--- src/rtl/alu_rr_scheduler.sv ---
// Round-robin front end that shares one ALU between NUM_REQ requesters, one op in flight,
// holding operands stable for the multiplier pipeline before strobing alu_valid.
//
//  state   | meaning
//  --------+--------------------------------------------------------------
//  S_IDLE  | no op in flight; grant the next requester round-robin
//  S_WAIT  | multiply: operands on the ALU, alu_valid low, timer counting down
//  S_ISSUE | alu_valid high for one cycle
//  S_RESP  | response presented until rsp_ready
module alu_rr_scheduler #(
    parameter int NUM_REQ = 4,
    parameter int MUL_LAT = 2
) (
    input  logic                       clk,
    input  logic                       reset,
    input  logic [NUM_REQ-1:0]         req_valid,
    output logic [NUM_REQ-1:0]         req_ready,
    input  logic [3*NUM_REQ-1:0]       req_cmd,
    input  logic [NUM_REQ-1:0]         req_size,
    input  logic [32*NUM_REQ-1:0]      req_a,
    input  logic [32*NUM_REQ-1:0]      req_b,
    output logic                       alu_valid,
    output logic [2:0]                 alu_command,
    output logic                       alu_size,
    output logic [31:0]                alu_a,
    output logic [31:0]                alu_b,
    input  logic [31:0]                alu_result,
    input  logic [1:0]                 alu_signal,
    output logic                       rsp_valid,
    input  logic                       rsp_ready,
    output logic [$clog2(NUM_REQ)-1:0] rsp_id,
    output logic [31:0]                rsp_result,
    output logic [1:0]                 rsp_signal,
    output logic                       rsp_err,
    output logic [15:0]                op_count
);

    localparam int ID_W  = $clog2(NUM_REQ);
    localparam int CNT_W = (MUL_LAT > 1) ? $clog2(MUL_LAT) : 1;
    localparam logic [2:0] CMD_MUL = 3'd6;

    typedef enum logic [1:0] {S_IDLE, S_WAIT, S_ISSUE, S_RESP} state_t;

    state_t            state, state_nxt;
    logic [ID_W-1:0]   ptr;
    logic [ID_W-1:0]   cand;
    logic [ID_W-1:0]   grant_id;
    logic              grant_found;
    logic [2:0]        grant_cmd;
    logic              grant_size;
    logic [CNT_W-1:0]  cnt;
    logic [2:0]        op_cmd;
    logic              op_size;
    logic [31:0]       op_a;
    logic [31:0]       op_b;
    logic [ID_W-1:0]   op_id;
    logic              op_err;

    // Walk forward from the last winner, wrapping at NUM_REQ-1.
    always_comb begin
        grant_found = 1'b0;
        grant_id    = '0;
        cand        = ptr;
        for (int i = 0; i < NUM_REQ; i++) begin
            cand = (cand == ID_W'(NUM_REQ - 1)) ? '0 : cand + 1'b1;
            if (!grant_found && req_valid[cand]) begin
                grant_found = 1'b1;
                grant_id    = cand;
            end
        end
    end

    assign grant_cmd  = req_cmd[grant_id*3 +: 3];
    assign grant_size = req_size[grant_id];

    always_ff @(posedge clk) begin
        if (reset) state <= S_IDLE;
        else       state <= state_nxt;
    end

    always_comb begin
        state_nxt = state;
        case (state)
            S_IDLE:  if (grant_found)
                         state_nxt = (grant_cmd == CMD_MUL && MUL_LAT > 0) ? S_WAIT : S_ISSUE;
            S_WAIT:  if (cnt == '0) state_nxt = S_ISSUE;
            S_ISSUE: state_nxt = S_RESP;
            S_RESP:  if (rsp_ready) state_nxt = S_IDLE;
            default: state_nxt = S_IDLE;
        endcase
    end

    always_comb begin
        req_ready = '0;
        alu_valid = 1'b0;
        rsp_valid = 1'b0;
        case (state)
            S_IDLE:  if (grant_found) req_ready[grant_id] = 1'b1;
            S_ISSUE: alu_valid = 1'b1;
            S_RESP:  rsp_valid = 1'b1;
            default: ;
        endcase
    end

    // Op registers only change on a grant, so the ALU inputs hold between ops.
    always_ff @(posedge clk) begin
        if (reset) begin
            ptr      <= ID_W'(NUM_REQ - 1);
            cnt      <= '0;
            op_cmd   <= '0;
            op_size  <= 1'b0;
            op_a     <= '0;
            op_b     <= '0;
            op_id    <= '0;
            op_err   <= 1'b0;
            op_count <= '0;
        end else begin
            case (state)
                S_IDLE: if (grant_found) begin
                    ptr     <= grant_id;
                    op_cmd  <= grant_cmd;
                    op_size <= grant_size;
                    op_a    <= req_a[grant_id*32 +: 32];
                    op_b    <= req_b[grant_id*32 +: 32];
                    op_id   <= grant_id;
                    op_err  <= (grant_cmd == CMD_MUL) && grant_size;
                    cnt     <= CNT_W'((MUL_LAT > 0) ? MUL_LAT - 1 : 0);
                end
                S_WAIT: if (cnt != '0) cnt <= cnt - 1'b1;
                S_RESP: if (rsp_ready && op_count != 16'hffff) op_count <= op_count + 1'b1;
                default: ;
            endcase
        end
    end

    assign alu_command = op_cmd;
    assign alu_size    = op_size;
    assign alu_a       = op_a;
    assign alu_b       = op_b;
    assign rsp_id      = op_id;
    assign rsp_err     = op_err;
    assign rsp_result  = alu_result;
    assign rsp_signal  = alu_signal;

endmodule

--- config.mk ---
export PLATFORM = sky130hd
export DESIGN_NAME = alu_rr_scheduler
export DESIGN_NICKNAME = d
export VERILOG_FILES = /design/src/rtl/alu_rr_scheduler.sv
export SDC_FILE = /design/constraint.sdc
export NUM_CORES = 1
export LEC_CHECK = 0
export BUFFER_PORTS_ARGS = -buffer_cell sky130_fd_sc_hd__buf_2
export CAP_MARGIN = 40
export CORE_AREA = 10 10 161 163
export DETAILED_ROUTE_END_ITERATION = 8
export DIE_AREA = 0 0 171 173
export SYNTH_ARGS = -nofsm -noshare
export SYNTH_HDL_FRONTEND = slang
export SYNTH_SLANG_ARGS = --single-unit
--- constraint.sdc ---
create_clock -name clk -period 4.35 [get_ports clk]
set_clock_uncertainty 0.05 [all_clocks]
set_input_delay 0.435 -clock clk [delete_from_list [all_inputs] [get_ports clk]]
set_output_delay 0.435 -clock clk [all_outputs]
set_load 0.01 [all_outputs]
==> metrics.md <==
| Metric | Value |
|---|---|
| Outcome | `finished, final reports clean` |
| Maximum capacitance violations | `0` |
| Core area | `22570 um2` |
| Power share of the combinational group | `65.5%` |
| Peak VDD IR | `0.0006765 V` |
| Antenna Cells | `0` |
| Post-synthesis register bit count | `92` |
| WL met2 | `12390 um` |
| Buf+Inv Stages, Crit Path | `2` |
| Worst Path Arrival | `2640 ps` |
| Global-route wire length before repair | `38070 um` |
| Die Wd | `171 um` |
| WL per Instance | `16.74 um` |
| Final Hold Viols | `0` |
| Critical Path Start | `ptr[0]` |
| Leakage Power | `4.022 nW` |
| ANT nets after route | `0` |
| Post-synth ARST share | `0%` |
| Clk slew on worst S/H paths | `80 ps` |
| Post-synth cell types | `43` |
| Syn. warnings | `0` |
| Final setup violation count | `0` |
| Hpwl dp | `19280 um` |
| Initial core utilization | `25.70%` |
| 1st-iter DRT viols | `364` |
| H-Tree Depth | `3` |
| Total design power | `0.005791 W` |
| Clock sink count | `92` |
| Clock network power share | `13.4%` |
| Hold path startpoint | `alu_a[19]` |
| Die Span Y | `173 um` |
| Crit path launch type | `register` |
| GPL Wtd Cong | `0.8334` |
| Synth Area per Inst | `6.346 um2` |
| Met3 routed WL | `2175 um` |
| Clk root buf | `clkbuf_16` |
| PwrDens | `731.6 nW/um2` |
| Cell depth of the worst setup path | `7` |
| CTS tree | `built` |
| CP Class | `reg -> out` |
| CP endpoint kind | `primary output` |
| Synthesis-to-finish area growth | `36.45%` |
| FF-to-FF path depth | `8` |
| Number of flops mapped to enable cells by yosys | `0` |
| Hold_buf cts | `0` |
| Tightest Hold Check Type | `reg -> reg` |
| Seq/Total Area, Yosys | `31.75%` |
| Share of cells above drive strength 1 | `33.67%` |
| Crit path max fanout | `99` |
| R2r endpoint | `state[0]` |
| Psw | `0.002961 W` |
| Worst slew margin | `47.09%` |
| Synthesized area | `5801 um2` |
| Met1 wire length | `10010 um` |
| CP required | `3870 ps` |
| Hold WS | `401.1 ps` |
| Overall routing resource usage | `15.96%` |
| # IOs | `440` |
| # rows | `55` |
| Final nets | `1521` |
| Cts bufs inserted | `9` |
| CTS Buffer Depth | `2` |
| GRT overflow | `0` |
| Via-per-instance ratio | `4.698` |
| Largest net degree at the start of global routing | `131` |
| RSZ-0062 raised after global routing | `false` |
| Total wire length | `24960 um` |
| Setup TNS | `0 ps` |
| Final worst path period share | `71.83%` |
| Crit-path leading delay family | `compound AO/OA/AOI/OAI gates` |
| Fmax | `320.1 MHz` |
| Reg2reg start | `ptr[0]` |
| Internal cell power | `0.002830 W` |
| Post-Syn Nets | `1234` |
| Drt drc | `0` |
| Util after Layout | `35.07%` |
| Synth Flop Type | `dfxtp_1` |
| IO Port Bufs | `371` |
| Slowest Stage Delay on Critical Path | `500 ps` |
| Top Metal Used | `met4` |
| Via count | `7004` |
| Post_cts resized | `0` |
| Reg power frac | `21.0%` |
| Worst path cell trace | `ha_1, or2_4, a21oi_1, o211a_4, buf_12, nor3_1, buf_2` |
| Reg2reg setup slack | `1670 ps` |
| Postcts setup bufs | `0` |
| Sw frac | `51.13%` |
| Clock latency on the worst-skew pair | `350 ps` |
| Worst setup path endpoint | `req_ready[0]` |
| Final Slew Violations | `0` |
| Vias in the first global route | `6895` |
| Full die area | `29580 um2` |
| Min Tclk post-route | `3125 ps` |
| Initial antenna violation count | `0` |
| Worst-margin pin slew | `791.7 ps` |
| Post-synthesis cell count | `914` |
| First drt pass iteration count | `5` |
| Critical path's slowest cell | `o211a_4` |
-- power by group through the flow --
stage / Combinational (W) / Clock [W] / Sequential, W
global route: 0.00429 / 0.000847 / 0.00125
floorplan: 0.00263 / 0 / 0.00132
detailed placement: 0.00387 / 0 / 0.00123
global placement: 0.00379 / 0 / 0.00123
CTS: 0.00387 / 0.000818 / 0.00122
finish: 0.00380 / 0.000779 / 0.00122
-- layer usage --
layer	vias to the layer above	global-route usage, %
li1	3567	-
met1	3137	18.14
met2	276	27.51
met3	24	5.557
met4	0	4.277
met5	-	0
-- worst min-delay path by stage --
stage / end / cells after the start
after floorplan: ptr[1] / 1
after global placement: alu_a[16] / 2
after detailed placement: alu_a[19] / 2
after CTS: alu_a[15] / 5
after global routing: alu_b[6] / 2
final: alu_a[19] / 2
-- per-stage QoR --
step                      cell area, um2  setup slack, ps  instances
final                               7915             1225       1491
after global routing                7915             1028       1491
after CTS                           7915             1191       1491
after detailed placement            7630             1598       1475
after global placement              7590             1619       1473
after floorplan                     5801             2072        914
-- sequential cells by signal (all words and copies together), names as in the netlist --
signal       cells
alu_b           32
cnt              1
ptr              2
rsp_err          1
op_count        16
rsp_id           2
alu_command      3
alu_a           32
state            2
alu_size         1
-- cell families after synthesis --
| group | count (synthesis) | share of synthesized area (%) |
|---|---|---|
| compound gates | 91 | 8.887 |
| simple gates | 587 | 43.66 |
| flops | 92 | 31.75 |
| fa+ha+maj | 7 | 1.510 |
| buf+inv | 111 | 9.965 |
| mux | 13 | 2.265 |
| xor+xnor | 13 | 1.963 |
-- cell usage after synthesis, types with 2 or more instances --
master	number	area share [%]
nand2_1	335	22
nand3_1	200	17
dfxtp_1	92	32
a21oi_1	75	6.5
clkbuf_1	47	3.0
buf_4	34	4.4
nor2_1	24	1.6
buf_2	21	1.8
mux2i_1	12	2.1
xor2_1	10	1.5
ha_1	7	1.5
inv_1	5	0.32
nor3_1	5	0.43
and3_1	3	0.32
buf_1	3	0.19
nand3b_1	3	0.39
nand4_1	3	0.32
nor2b_1	3	0.32
o21ai_0	3	0.26
xnor2_1	3	0.45
a211o_1	2	0.30
and4_1	2	0.30
or3_1	2	0.22
-- worst register-to-register path, cell delays in order (launching register included) --
cell	delay, ps
dfxtp_1	340
ha_1	370
nand2_1	120
a221oi_2	80
nor2_4	600
mux2i_1	300
mux2i_1	150
and4b_1	250
o31a_1	310
-- cells in the final DEF, fill, tap and decap left out, types with 2 or more instances in the layout --
cell type,netlist,routed
nor2_1,24,24
nand3b_1,3,3
mux2i_1,12,12
and3_1,3,3
ha_1,7,7
nand4_1,3,3
nand3_1,200,200
a21oi_1,75,75
clkbuf_16,0,9
inv_1,5,5
nor2b_1,3,2
nor3_1,5,5
xor2_1,10,10
a211o_1,2,2
buf_2,21,370
o21ai_0,3,3
dfxtp_1,92,92
buf_4,34,7
nand2_1,335,335
inv_6,0,2
and4_1,2,2
buf_12,0,5
or3_1,2,2
xnor2_1,3,3
inv_8,0,2
-- layout make-up --
class	count	area [um2]
clock buffers	10	229.0
clock inverters	6	56.30
fillers	2523	14660
inverters	5	18.77
multi-input cells	711	3408
flip-flops and latches	92	1842
well taps	285	356.6
repair buffers	382	2004
(Power assumes the default switching activity.)
